[config.mk]
export PLATFORM = sky130hd
export DESIGN_NAME = regfile_scoreboard
export DESIGN_NICKNAME = d
export VERILOG_FILES = /design/src/rtl/regfile_scoreboard.sv
export SDC_FILE = /design/constraint.sdc
export NUM_CORES = 2
export LEC_CHECK = 0
export BUFFER_PORTS_ARGS = -buffer_cell sky130_fd_sc_hd__clkbuf_2
export CORE_UTILIZATION = 45
export DETAILED_ROUTE_END_ITERATION = 6
export PLACE_DENSITY = 0.66
export SLEW_MARGIN = 25
export SYNTH_ARGS = -nofsm -noshare
export SYNTH_HDL_FRONTEND = slang
export SYNTH_SLANG_ARGS = --single-unit
[constraint.sdc]
create_clock -name CLOCK -period 6.7 [get_ports CLOCK]
set_clock_uncertainty 0.15 [all_clocks]
set_input_delay 1.005 -clock CLOCK [delete_from_list [all_inputs] [get_ports CLOCK]]
set_output_delay 1.005 -clock CLOCK [all_outputs]
set_load 0.005 [all_outputs]
[src/rtl/regfile_scoreboard.sv]
// Register file with two combinational read ports, one write-back port and a
// per-register busy scoreboard that raises STALL on RAW hazards.
// Optional write-through forwarding: define REGFILE_BYPASS_EN.
module regfile_scoreboard #(
  parameter int DATA_W   = 32,
  parameter int ADDR_W   = 5,
  parameter int ZERO_REG = 1
) (
  input  logic                     CLOCK,
  input  logic                     RESET,
  input  logic                     RW,
  input  logic [ADDR_W-1:0]        DA,
  input  logic [DATA_W-1:0]        BUS_D,
  input  logic [ADDR_W-1:0]        AA,
  input  logic [ADDR_W-1:0]        BA,
  input  logic                     USE_A,
  input  logic                     USE_B,
  input  logic                     ISSUE,
  input  logic [ADDR_W-1:0]        ISSUE_DA,
  output logic [DATA_W-1:0]        A_DATA,
  output logic [DATA_W-1:0]        B_DATA,
  output logic                     STALL,
  output logic [(2**ADDR_W)-1:0]   BUSY_MAP
);

  localparam int NREG    = 2**ADDR_W;
  localparam bit ZERO_EN = (ZERO_REG != 0);

  logic [DATA_W-1:0] regs_q [NREG];
  logic [DATA_W-1:0] regs_d [NREG];
  logic [NREG-1:0]   busy_q, busy_d;

  logic              wr_en;
  logic              fwd_a, fwd_b;
  logic              zero_a, zero_b;
  logic              pend_a, pend_b;
  logic              stall;
  logic [DATA_W-1:0] a_val, b_val;

  assign zero_a = ZERO_EN && (AA == '0);
  assign zero_b = ZERO_EN && (BA == '0);
  assign wr_en  = RW && !(ZERO_EN && (DA == '0));

`ifdef REGFILE_BYPASS_EN
  // A register being written this cycle is already available on the read port.
  assign fwd_a = RW && (DA == AA);
  assign fwd_b = RW && (DA == BA);
`else
  assign fwd_a = 1'b0;
  assign fwd_b = 1'b0;
`endif

  assign a_val = zero_a ? '0 : (fwd_a ? BUS_D : regs_q[AA]);
  assign b_val = zero_b ? '0 : (fwd_b ? BUS_D : regs_q[BA]);

  assign pend_a = busy_q[AA] && !fwd_a && !zero_a;
  assign pend_b = busy_q[BA] && !fwd_b && !zero_b;

  // Reset forces quiet outputs even while write-back is still driving BUS_D.
  assign stall  = RESET && ((USE_A && pend_a) || (USE_B && pend_b));
  assign STALL  = stall;
  assign A_DATA = RESET ? a_val : '0;
  assign B_DATA = RESET ? b_val : '0;
  assign BUSY_MAP = busy_q;

  // NOTE: always_comb uses blocking assignments and starts from the current
  // state so every path assigns every bit; no latch can be inferred.
  always_comb begin
    regs_d = regs_q;
    if (wr_en) begin
      regs_d[DA] = BUS_D;
    end

    busy_d = busy_q;
    for (int i = 0; i < NREG; i++) begin
      // Set beats clear: the newly issued instruction owns the register.
      if (ISSUE && !stall && (ISSUE_DA == ADDR_W'(i)) && !(ZERO_EN && i == 0)) begin
        busy_d[i] = 1'b1;
      end else if (RW && (DA == ADDR_W'(i))) begin
        busy_d[i] = 1'b0;
      end
    end
  end

  // NOTE: the register array is reset because reads must return 0 after reset;
  // sequential state is updated with non-blocking assignments only.
  always_ff @(posedge CLOCK or negedge RESET) begin
    if (!RESET) begin
      for (int i = 0; i < NREG; i++) begin
        regs_q[i] <= '0;
      end
      busy_q <= '0;
    end else begin
      regs_q <= regs_d;
      busy_q <= busy_d;
    end
  end

endmodule

# After elaboration in Yosys (flattened, before gate mapping)
# Cells that the tools add are included.
[totals] reg_bits=1055 inputBits=58 out_inout_bits=97 elab_cells=322
[classes] n_lt_le_gt_ge=6 eq_ne=62 n_mux=79 n_bitwise=3 reduce_logical=109
[ops] cell="$bwmux W1024" n=1
[ops] cell="$bmux W32 S5" n=2
[ops] cell="$mux W32" n=9
[ops] cell="$demux W32 S5" n=1
[ops] cell="$eq A5 B5 Y1 const B" n=32
[ops] cell="$eq A5 B4 Y1 const B" n=16
[ops] cell="$logic_and A1 B1 Y1" n=70
[ops] cell="$mux W1" n=64
[ops] cell="$reduce_bool A2 Y1" n=31
[ops] cell="$eq A5 B3 Y1 const B" n=8
[ops] cell="$eq A5 B2 Y1 const B" n=4
[ops] cell="$ge A6 B6 Y1 const B" n=3
[ops] cell="$not A5 Y6" n=3
[ops] cell="$logic_not A5 Y1" n=3
[ops] cell="$lt A5 B6 Y1 const B" n=2
[ops] cell="$bmux W1 S5" n=2
[ops] cell="$eq A5 B1 Y1 const B" n=2
[ops] cell="$lt A6 B1 Y1 const B" n=1
[ops] cell="$logic_not A1 Y1" n=4
[ops] cell="$logic_or A1 B1 Y1" n=1

# Longest topological paths before layout
[depth] depth_word=10 ltp_mapped=10 ltp_nobuf=6

# Worst setup path after synthesis
# Ideal clock, no wire load.
[synth_path] path_type="input -> output" startpoint="input BA[0]" endpoint="output B_DATA[10]" arrival_ps=2893 required_time_ps=5545 slack_ps=2652 stages=7 n_path_buf=3 cell_sequence="buf_2 -> clkbuf_1 -> buf_2 -> mux4_2 -> mux4_2 -> mux2i_1 -> nor2_1"
[synth_between] elab_chain_len=6 elab_cells_between_ends=7 cone_classes="mux (5); bitwise (1); reduce/logical (1)"
[synth_rtl] item="start: declaration" line="15" rtl="input logic [ADDR_W-1:0] BA,"
[synth_rtl] item="$not A5 Y6 (not written as such)" line="54" rtl="assign b_val = zero_b ? '0 : (fwd_b ? BUS_D : regs_q[BA]);"
[synth_rtl] item="$bmux W32 S5" line="54"
[synth_rtl] item="$mux W32 (not written as such) (2 in series)" line="54"
[synth_rtl] item="$mux W32 *" line="54"
[synth_rtl] item="$mux W32 *" line="63" rtl="assign B_DATA = RESET ? b_val : '0;"
[synth_rtl] item="end: declaration" line="21" rtl="output logic [DATA_W-1:0] B_DATA,"
# Every way passes the cells marked *; elsewhere a longest branch is shown, timed or not. The select of a mux whose other input is x is not followed.

# Final worst setup path
[layout_path] startpoint="input AA[0]" endpoint="output A_DATA[26]"
[layout_between] elab_chain_len=6 elab_cells_between_ends=7 cone_classes="mux (5); bitwise (1); reduce/logical (1)"
[layout_rtl] item="start: declaration" line="14" rtl="input logic [ADDR_W-1:0] AA,"
[layout_rtl] item="$not A5 Y6 (not written as such)" line="53" rtl="assign a_val = zero_a ? '0 : (fwd_a ? BUS_D : regs_q[AA]);"
[layout_rtl] item="$bmux W32 S5" line="53"
[layout_rtl] item="$mux W32 (not written as such) (2 in series)" line="53"
[layout_rtl] item="$mux W32 *" line="53"
[layout_rtl] item="$mux W32 *" line="62" rtl="assign A_DATA = RESET ? a_val : '0;"
[layout_rtl] item="end: declaration" line="20" rtl="output logic [DATA_W-1:0] A_DATA,"
# Marks and branches as above.

==> run summary <==
Status = finished clean
EDFF count, synth = 0
Vias in the first global route = 34400
CTS Hold Bufs = 0
Antenna Violating Nets Remaining = 0
Setup_tns = 0 ns
Starting density of the core = 0.456
R2R depth = 7
Crit start category = input pin
P_leak = 26.6 nW
First-pass GRT wire length = 240000 µm
GRT Total Usage = 0.260
R2R Setup Slk = 4.33 ns
FP Rows = 128
Commonest cells post-synth = dfrtp_1, mux2_2, mux4_2
Largest net degree at the start of global routing = 169
CP peak stage delay = 0.57 ns
Share of cells above drive strength 1 = 0.609
Worst EP required = 5.54 ns
Hpwl dp = 87300 µm
Syn_nets = 3440
Mapped cell area = 55900 µm²
Postcts setup bufs = 0
Die area = 126000 µm²
Final setup viols = 0
#FFs+latches synth = 1055
Kind of critical path = in -> out
Synth Area per Inst = 16.5 µm²
Slowest-stage cell, CP = buf_4
CTS resizes = 0
Worst-Margin Slew = 1.09 ns
Largest delay contributor family on the critical path = multiplexers
Instance count of the mapped netlist = 3382
Buf/Inv on CP = 4
DRT Wirelength = 160000 µm
Die Wd = 354 µm
Reg-to-reg endpoint = BUSY_MAP[3]$_DFFE_PN0P_
Worst-path clk slew = 0.06 ns
CTS root buffer = clkbuf_16
Placed Instances = 4836
CP Max Fanout = 48
Die height = 354 µm
Final Non-Filler Cells = 5057
Routability cong. = 0.800
GR Overflow Total = 0
Period minus WS final = 5.06 ns
Worst-path cell chain = buf_8, buf_16, buf_4, mux4_2, mux4_2, mux2i_1, nor2_1, clkbuf_2
Clock Latency Late Sink = 0.71 ns
CTS Buf Count = 118
# IOs = 155
Synth cell types = 34
CP most frequent cell = mux4_2
CORE AREA = 123000 µm²
Sequential cell area fraction in the yosys report = 0.472
Yosys warns = 0
H-tree Lvls = 3
Initial antenna violation count = 5
Initial DRC count = 3113
CP startpoint = AA[0]
CTS sink cnt = 1055
Relative slew slack = 0.271
Most frequent cell after synthesis = dfrtp_1
RSZ-0062 raised after global routing = false
Crit path DAT = 3.90 ns
Post-synth top area share = 0.472
Worst VDD drop = 0.242 mV
Pre-antenna DRT Iters = 7
Yosys top cell by area = dfrtp_1
WL per Instance = 31.6 µm
DR DRC count = 0
Fill cells = 10100
Fin nets = 3393
CTS max path bufs = 3
RR Startpoint = BUSY_MAP[3]$_DFFE_PN0P_
Worst min path class = in -> async
Top cells by area in the synthesized netlist = dfrtp_1, mux4_2, mux2_2, clkbuf_1, mux2i_1
Layout area overhead = 11.3%
Total number of vias = 32700
Max Fclk = 198 MHz
Post-synthesis async set-or-reset flop share = 1.00
CP endpoint kind = output port
Avg Vias per Cell = 6.47
Post-synth top flop = dfrtp_1
CTS tree = built
IO Port Bufs = 153
Pins Over Slew Limit = 0
Final Hold Viols = 0
PD cells = 307 nW/µm²
Tcrit/Tclk final = 0.755
Max Cap Violations = 0
how the worst max path moves through the flow:
stage	end	slack, ns	depth (start not counted)
2_1_floorplan	B_DATA[10]	2.65	7
3_3_place_gp	A_DATA[3]	1.42	7
3_5_place_dp	A_DATA[3]	1.43	7
4_1_cts	A_DATA[3]	1.44	7
5_1_grt	A_DATA[26]	1.44	8
6_report	A_DATA[26]	1.64	8
cell usage in the layout, fill, tap and decap left out, types with 6 or more instances in the layout:
| master | Yosys | layout |
|---|---|---|
| dfrtp_1 | 1055 | 1055 |
| mux2_2 | 973 | 973 |
| mux4_2 | 652 | 652 |
| clkbuf_2 | 0 | 142 |
| clkbuf_16 | 0 | 121 |
| mux2i_1 | 74 | 74 |
| nor2_1 | 86 | 74 |
| buf_4 | 12 | 67 |
| a32o_1 | 31 | 31 |
| clkbuf_8 | 0 | 22 |
| mux2_1 | 21 | 21 |
| clkbuf_1 | 231 | 21 |
| clkinv_2 | 0 | 19 |
| inv_1 | 17 | 17 |
| bufinv_16 | 0 | 13 |
| buf_12 | 0 | 13 |
| nor2_4 | 0 | 12 |
| nand2_4 | 0 | 11 |
| clkinvlp_4 | 0 | 9 |
| nand2b_1 | 10 | 8 |
| nand2_1 | 17 | 6 |
| nor2b_1 | 6 | 6 |
| clkinv_4 | 0 | 6 |
stage by stage:
| stage | hold WS (ns) | power (mW) | util | instance area (µm²) | worst slack (ns) |
|---|---|---|---|---|---|
| 5_1_grt | 0.200 | 19.9 | 0.507 | 62200 | 1.44 |
| 3_5_place_dp | 0.233 | 12.4 | 0.473 | 58000 | 1.43 |
| 6_report | 0.165 | 19.1 | 0.507 | 62200 | 1.64 |
| 3_3_place_gp | 0.227 | 12.3 | 0.473 | 57900 | 1.42 |
| 4_1_cts | 0.151 | 19.2 | 0.507 | 62100 | 1.44 |
| 2_1_floorplan | 0.291 | 11.3 | - | 55900 | 2.65 |
power by group:
part | total [mW] | internal, mW | switching [mW]
clock | 6.78 | 4.05 | 2.73
combinational | 3.84 | 2.45 | 1.39
sequential | 8.48 | 7.60 | 0.887
total | 19.1 | 14.1 | 5.01
logic make-up (layout without fill, tap and decap cells):
group | after synthesis | after routing | synth area share
AND/OR/NAND/NOR | 144 | 144 | 0.0114
flip-flops | 1055 | 1055 | 0.472
AO/OA/AOI/OAI | 44 | 44 | 0.00719
buffers and inverters | 418 | 467 | 0.0326
multiplexers | 1720 | 1720 | 0.476
other | 1 | 2 | 0.0000671
layer usage:
metal / vias up / track usage / wire (µm)
met2: 1042 / 0.427 / 79400
met1: 18300 / 0.354 / 66500
li1: 13100 / - / -
met4: 6 / 0.0765 / 4250
met5: - / 0 / 41
met3: 259 / 0.0472 / 9750
state kept, by name, summed over array words and instances (netlist names):
signal    cells
regs_q     1024
BUSY_MAP     31
cell type report:
| cell class | count | area, µm² | area share |
|---|---|---|---|
| inverter | 17 | 63.8 | 0.00103 |
| clock buffer | 164 | 3410 | 0.0548 |
| sequential | 1055 | 26400 | 0.425 |
| clock inverter | 52 | 661 | 0.0106 |
| tap | 1625 | 2030 | 0.0327 |
| multi-input combinational | 1909 | 27900 | 0.449 |
| timing repair buffer | 234 | 1690 | 0.0272 |
| antenna | 1 | 2.50 | 0.0000402 |
worst register-to-register path, stage by stage (launching register included):
cell and delay, ns:
dfrtp_1 0.41, mux2_2 0.29, a221o_1 0.34, a31oi_1 0.21
o22a_1 0.16, o22a_1 0.17, buf_4 0.34, a32o_1 0.23
Note: power is estimated with default switching activity, not from simulation.
